--- src/rtl/traffic_light_pkg.sv ---
// Shared definitions for the traffic light controller and its lamp monitor:
// colour encodings, default phase durations and the legal phase order.
package traffic_light_pkg;

    typedef enum logic [1:0] {
        COL_RED    = 2'b00,
        COL_GREEN  = 2'b01,
        COL_YELLOW = 2'b10,
        COL_NONE   = 2'b11
    } colour_e;

    localparam int DEF_RED_CYCLES    = 32;
    localparam int DEF_GREEN_CYCLES  = 20;
    localparam int DEF_YELLOW_CYCLES = 7;

    // Legal successor of each colour; NONE has no successor.
    function automatic colour_e next_colour(input colour_e c);
        case (c)
            COL_RED:    return COL_GREEN;
            COL_GREEN:  return COL_YELLOW;
            COL_YELLOW: return COL_RED;
            default:    return COL_NONE;
        endcase
    endfunction

endpackage

--- src/rtl/traffic_light_monitor_if.sv ---
// Lamp inputs and status outputs of the traffic light monitor. The controller
// side (or a bench) uses master; the monitor uses slave.
interface traffic_light_monitor_if #(
    parameter int DWELL_W = 8,
    parameter int CNT_W   = 16
);
    logic               enable;
    logic               red;
    logic               yellow;
    logic               green;
    logic [1:0]         phase;
    logic [DWELL_W-1:0] dwell;
    logic [CNT_W-1:0]   cycles_done;
    logic               err_onehot;
    logic               err_sequence;
    logic               err_timing;
    logic               error;

    modport master (
        output enable, red, yellow, green,
        input  phase, dwell, cycles_done, err_onehot, err_sequence, err_timing, error
    );

    modport slave (
        input  enable, red, yellow, green,
        output phase, dwell, cycles_done, err_onehot, err_sequence, err_timing, error
    );
endinterface

--- src/rtl/traffic_light_monitor_decode.sv ---
// Combinational lamp decoder: exactly one lit lamp gives a valid colour,
// anything else reports invalid with colour NONE.
module traffic_lamp_decode
    import traffic_light_pkg::*;
(
    input  logic    red,
    input  logic    yellow,
    input  logic    green,
    output logic    valid,
    output colour_e colour
);

    always_comb begin
        valid  = 1'b0;
        colour = COL_NONE;
        case ({red, yellow, green})
            3'b100: begin valid = 1'b1; colour = COL_RED;    end
            3'b001: begin valid = 1'b1; colour = COL_GREEN;  end
            3'b010: begin valid = 1'b1; colour = COL_YELLOW; end
            default: begin valid = 1'b0; colour = COL_NONE;  end
        endcase
    end

endmodule

--- src/rtl/traffic_light_monitor.sv ---
// Passive checker on the controller's lamps: tracks phase and dwell, counts
// completed cycles and raises sticky one-hot, sequence and timing errors.
module traffic_light_monitor
    import traffic_light_pkg::*;
#(
    parameter int RED_CYCLES    = DEF_RED_CYCLES,
    parameter int GREEN_CYCLES  = DEF_GREEN_CYCLES,
    parameter int YELLOW_CYCLES = DEF_YELLOW_CYCLES,
    parameter int DWELL_W       = 8,
    parameter int CNT_W         = 16
) (
    input  logic                   clk,
    input  logic                   reset,
    traffic_light_monitor_if.slave mon
);

    logic               cur_valid;
    colour_e            cur_colour;

    colour_e            phase_q, phase_d;
    logic [DWELL_W-1:0] dwell_q, dwell_d;
    logic               partial_q, partial_d;
    logic [CNT_W-1:0]   cycles_q, cycles_d;
    logic               err_onehot_q, err_onehot_d;
    logic               err_sequence_q, err_sequence_d;
    logic               err_timing_q, err_timing_d;
    logic [DWELL_W-1:0] target;

    function automatic logic [DWELL_W-1:0] phase_cycles(input colour_e c);
        case (c)
            COL_RED:    return DWELL_W'(RED_CYCLES);
            COL_GREEN:  return DWELL_W'(GREEN_CYCLES);
            COL_YELLOW: return DWELL_W'(YELLOW_CYCLES);
            default:    return '1;
        endcase
    endfunction

    traffic_lamp_decode u_decode (
        .red    (mon.red),
        .yellow (mon.yellow),
        .green  (mon.green),
        .valid  (cur_valid),
        .colour (cur_colour)
    );

    always_comb begin
        phase_d        = phase_q;
        dwell_d        = dwell_q;
        partial_d      = partial_q;
        cycles_d       = cycles_q;
        err_onehot_d   = err_onehot_q;
        err_sequence_d = err_sequence_q;
        err_timing_d   = err_timing_q;
        target         = phase_cycles(phase_q);

        if (!cur_valid) begin
            err_onehot_d = 1'b1;
            phase_d      = COL_NONE;
            dwell_d      = '0;
            partial_d    = 1'b1;
        end else if (cur_colour == phase_q) begin
            if (mon.enable) begin
                // Overrun fires once, on the sample that would exceed the full length.
                if (dwell_q == target) begin
                    err_timing_d = 1'b1;
                end
                if (dwell_q != '1) begin
                    dwell_d = dwell_q + DWELL_W'(1);
                end
            end
        end else if (phase_q != COL_NONE) begin
            if (cur_colour != next_colour(phase_q)) begin
                err_sequence_d = 1'b1;
            end
            if (!partial_q && (dwell_q != target)) begin
                err_timing_d = 1'b1;
            end
            if ((phase_q == COL_YELLOW) && (cur_colour == COL_RED)) begin
                cycles_d = cycles_q + CNT_W'(1);
            end
            phase_d   = cur_colour;
            dwell_d   = mon.enable ? DWELL_W'(1) : '0;
            partial_d = 1'b0;
        end else begin
            // First colour after reset or an invalid sample: length unknown, stays partial.
            phase_d = cur_colour;
            dwell_d = mon.enable ? DWELL_W'(1) : '0;
        end
    end

    always_ff @(posedge clk) begin
        if (reset) begin
            phase_q        <= COL_NONE;
            dwell_q        <= '0;
            partial_q      <= 1'b1;
            cycles_q       <= '0;
            err_onehot_q   <= 1'b0;
            err_sequence_q <= 1'b0;
            err_timing_q   <= 1'b0;
        end else begin
            phase_q        <= phase_d;
            dwell_q        <= dwell_d;
            partial_q      <= partial_d;
            cycles_q       <= cycles_d;
            err_onehot_q   <= err_onehot_d;
            err_sequence_q <= err_sequence_d;
            err_timing_q   <= err_timing_d;
        end
    end

    assign mon.phase        = phase_q;
    assign mon.dwell        = dwell_q;
    assign mon.cycles_done  = cycles_q;
    assign mon.err_onehot   = err_onehot_q;
    assign mon.err_sequence = err_sequence_q;
    assign mon.err_timing   = err_timing_q;
    assign mon.error        = err_onehot_q | err_sequence_q | err_timing_q;

endmodule

--- src/flat_wrapper.sv ---
// flat-port wrapper written by rule: the top's interface ports become plain ports
module traffic_light_monitor_flat import traffic_light_pkg::*;
#(
    parameter int RED_CYCLES    = DEF_RED_CYCLES,
    parameter int GREEN_CYCLES  = DEF_GREEN_CYCLES,
    parameter int YELLOW_CYCLES = DEF_YELLOW_CYCLES,
    parameter int DWELL_W       = 8,
    parameter int CNT_W         = 16
)
  (clk, reset, mon_enable, mon_red, mon_yellow, mon_green, mon_phase, mon_dwell, mon_cycles_done, mon_err_onehot, mon_err_sequence, mon_err_timing, mon_error);
  traffic_light_monitor_if #(.DWELL_W(DWELL_W), .CNT_W(CNT_W)) mon_i ();
  input  logic clk;
  input  logic reset;
  input wire logic [$bits(mon_i.enable)-1:0] mon_enable;
  input wire logic [$bits(mon_i.red)-1:0] mon_red;
  input wire logic [$bits(mon_i.yellow)-1:0] mon_yellow;
  input wire logic [$bits(mon_i.green)-1:0] mon_green;
  output wire logic [$bits(mon_i.phase)-1:0] mon_phase;
  output wire logic [$bits(mon_i.dwell)-1:0] mon_dwell;
  output wire logic [$bits(mon_i.cycles_done)-1:0] mon_cycles_done;
  output wire logic [$bits(mon_i.err_onehot)-1:0] mon_err_onehot;
  output wire logic [$bits(mon_i.err_sequence)-1:0] mon_err_sequence;
  output wire logic [$bits(mon_i.err_timing)-1:0] mon_err_timing;
  output wire logic [$bits(mon_i.error)-1:0] mon_error;
  assign mon_i.enable = mon_enable;
  assign mon_i.red = mon_red;
  assign mon_i.yellow = mon_yellow;
  assign mon_i.green = mon_green;
  assign mon_phase = mon_i.phase;
  assign mon_dwell = mon_i.dwell;
  assign mon_cycles_done = mon_i.cycles_done;
  assign mon_err_onehot = mon_i.err_onehot;
  assign mon_err_sequence = mon_i.err_sequence;
  assign mon_err_timing = mon_i.err_timing;
  assign mon_error = mon_i.error;
  traffic_light_monitor #(.RED_CYCLES(RED_CYCLES), .GREEN_CYCLES(GREEN_CYCLES), .YELLOW_CYCLES(YELLOW_CYCLES), .DWELL_W(DWELL_W), .CNT_W(CNT_W)) u_core (.clk(clk), .reset(reset), .mon(mon_i));
endmodule
--- config.mk ---
export PLATFORM = sky130hd
export DESIGN_NAME = traffic_light_monitor_flat
export DESIGN_NICKNAME = d
export VERILOG_FILES = /design/src/rtl/traffic_light_pkg.sv /design/src/rtl/traffic_light_monitor_if.sv /design/src/rtl/traffic_light_monitor_decode.sv /design/src/rtl/traffic_light_monitor.sv /design/src/flat_wrapper.sv
export SDC_FILE = /design/constraint.sdc
export NUM_CORES = 1
export LEC_CHECK = 0
export CAP_MARGIN = 20
export CELL_PAD_IN_SITES_DETAIL_PLACEMENT = 0
export CELL_PAD_IN_SITES_GLOBAL_PLACEMENT = 1
export CORE_ASPECT_RATIO = 0.9
export CORE_MARGIN = 4
export CORE_UTILIZATION = 30
export CTS_BUF_LIST = sky130_fd_sc_hd__clkbuf_2 sky130_fd_sc_hd__clkbuf_4 sky130_fd_sc_hd__clkbuf_8
export DETAILED_ROUTE_END_ITERATION = 10
export GPL_TIMING_DRIVEN = 1
export HOLD_SLACK_MARGIN = 0.1
export PLACE_DENSITY_LB_ADDON = 0.1
export REMOVE_ABC_BUFFERS = 1
export SLEW_MARGIN = 20
export SYNTH_ARGS = -nofsm -noshare
export SYNTH_HDL_FRONTEND = slang
export SYNTH_SLANG_ARGS = --single-unit
--- constraint.sdc ---
create_clock -name clk -period 2.7 [get_ports clk]
set_clock_uncertainty 0.2 [all_clocks]
set_input_delay 0.54 -clock clk [delete_from_list [all_inputs] [get_ports clk]]
set_output_delay 0.54 -clock clk [all_outputs]
set_load 0.03 [all_outputs]
==> results.json <==
{
  "status": "finished clean",
  "synth_seq_cells": 30,
  "cts_resized": 0,
  "antenna_found_initial": 0,
  "finalCriticalPeriod_ns": 2.498,
  "post-route-period-util": 0.9250,
  "synthTopCellsByArea": "dfxtp_1 36%, nor2_1 5.5%, xnor2_1 5.3%, ha_1 4.5%, xor2_1 4.2%",
  "power_uw": 955.6,
  "die_y_um": 78.42,
  "powerDensity_nw_per_um2": 427.6,
  "hold-path-cell-count": 1,
  "reg2regPathDepth": 7,
  "h-tree-depth": 2,
  "synth_top_area_share": 0.3634,
  "grt_setup_unrepaired": "no",
  "core_area_um2": 5286,
  "routedWlPerCell_um": 13.63,
  "worstPathArrival_ns": 2.50,
  "nNetsFinal": 254,
  "start_kind": "flop",
  "area_growth_pct": 35.20,
  "synth_cell_types": 45,
  "drive_gt1_frac": 0.1070,
  "crit_fanout": 5,
  "ir_drop_uv": 272.5,
  "synth.cell_area_um2": 1653,
  "syn_avg_cell_area_um2": 8.476,
  "dieWidth_um": 86.24,
  "ys_seq_area_frac": 0.3634,
  "grt_pass1_wl_um": 7093,
  "die_area_um2": 6763,
  "worst-setup-path-type": "reg2reg",
  "finalHoldViolations": 0,
  "ant_nets": 0,
  "synth_warnings": 0,
  "hp-class": "reg2reg",
  "hold_buffers": 0,
  "end_kind": "flop",
  "crit_required_ns": 2.71,
  "dp_hpwl_um": 3243,
  "initialDrtViolationCount": 62,
  "cts_tree": "done",
  "async_flop_share": 0,
  "io_pins": 36,
  "std_cell_rows": 25,
  "diodes": 0,
  "overflow": 0,
  "firstDrtPassIters": 4,
  "cts_root_buffer": "clkbuf_8",
  "wl_um": 4226,
  "max-cap-violations": 0,
  "relSlewSlack": 0.6902,
  "grt_max_degree": 19,
  "cts_buffers": 5,
  "dpl_cell_area_um2": 2140,
  "slew_violations": 0,
  "io_buffers": 35,
  "worst_slew_pin_slew_ns": 0.4599,
  "clock_path_buffers": 2,
  "vias": 1559,
  "cts.sinks": 30,
  "yosysMostFrequentCell": "dfxtp_1",
  "finalSetupViolCount": 0,
  "synth_ff_type": "dfxtp_1",
  "synth_common_cells": "30 x dfxtp_1, 24 x nor2_1, 13 x nand2_1, 11 x nand3_1, 10 x xnor2_1",
  "track_usage": 0.1314,
  "postCtsSetupRepairBufs": 0,
  "remaining_drc_errors": 0,
  "grt_pass1_vias": 1467,
  "gp_congestion": 0.7891,
  "synth_edf_count": 0,
  "final_area_um2": 2235,
  "clk_latency_ns": 0.28,
  "syn_inst": 195,
  "initial_core_util": 0.3127,
  "clk_pin_slew_ns": 0.07,
  "leakagePower_uw": 0.0007946,
  "synth_largest_area_cell": "dfxtp_1",
  "fillers": 509,
  "max_freq_mhz": 400.4,
  "vias_per_cell": 5.029
}
[worst max-delay path, cell delays in order (launching register included)]
cell and delay (ns):
dfxtp_1 0.44, inv_1 0.10, ha_1 0.23, or4_1 0.47, a22oi_1 0.20, nand4_1 0.15, or4_1 0.48, a31oi_1 0.16
[where the power goes]
part | leakage [uW] | switching, uW | internal (uW)
sequential | 0.000243 | 7.30 | 448
combinational | 0.000500 | 66.6 | 55.9
clock | 0.0000517 | 163 | 215
[cells by family after synthesis]
group / Yosys count / share of synthesized area
muxes: 2 / 0.01211
AOI/OAI and AO/OA: 39 / 0.1643
buffers and inverters: 15 / 0.03861
and+or+nand+nor: 85 / 0.2809
xor gates and xnor gates: 18 / 0.09538
DFF: 30 / 0.3634
adders and majority gates: 6 / 0.04542
[cells in the final DEF (no fill, tap or decap), types with 2 or more instances in the layout]
cell,Yosys,final
clkdlybuf4s50_1,0,35
dfxtp_1,30,30
nor2_1,24,24
nand2_1,13,13
nand3_1,11,11
buf_4,1,11
xnor2_1,10,10
inv_1,9,9
xor2_1,8,8
o21ai_0,8,8
a21oi_1,7,7
nor3_1,6,6
ha_1,6,6
clkbuf_8,0,6
nand4_1,5,5
o31ai_1,5,5
or4_1,5,5
and2_1,4,4
or3_1,3,3
and3_1,3,3
and4_1,2,2
mux2i_1,2,2
a21o_1,2,2
a211oi_1,2,2
a22oi_1,2,2
a31oi_1,2,2
nor2b_1,2,2
[worst paths after layout]
kind,slack [ns],end,from
max,0.20,u_core.mon.err_timing,u_core.mon.phase[0]
min,0.27,u_core.partial_q,u_core.partial_q
max reg2reg,0.20,u_core.mon.err_timing,u_core.mon.phase[0]
min reg2reg,0.27,u_core.partial_q,u_core.partial_q
[sequential cells by signal, indices dropped and copies added, names as in the netlist]
signal,count
u_core.mon.cycles_done,16
u_core.mon.dwell,8
u_core.mon.phase,2
u_core.mon.err_onehot,1
u_core.mon.err_sequence,1
u_core.mon.err_timing,1
u_core.partial_q,1
[layout make-up]
type | count | area (um2) | share of cell area
sequential | 30 | 600.6 | 0.2688
inverter | 9 | 33.78 | 0.01512
clock inverter | 1 | 5.005 | 0.002240
timing repair buffer | 46 | 432.9 | 0.1937
multi-input combinational | 150 | 988.4 | 0.4423
clock buffer | 7 | 90.09 | 0.04031
tap | 67 | 83.83 | 0.03751
[through the flow]
stage	worst slack [ns]	setup TNS [ns]	hold slack (ns)	instances	utilization
floorplan	0.06459	0	0.2361	189	-
global placement	0.01930	0	0.2467	302	0.4047
detailed placement	-0.06611	-0.1433	0.2503	302	0.4047
CTS	0.1895	0	0.2723	310	0.4227
global route	0.02978	0	0.2973	310	0.4227
finish	0.2025	0	0.2734	310	0.4227
[routing by layer]
| layer | vias up | routed length [um] | track usage |
|---|---|---|---|
| li1 | 800 | - | - |
| met1 | 707 | 2246 | 0.1954 |
| met2 | 47 | 1686 | 0.1826 |
| met3 | 5 | 244 | 0.03673 |
| met4 | 0 | 48 | 0.03738 |
| met5 | - | 0 | 0 |
Note: power is estimated with default switching activity, not from simulation.
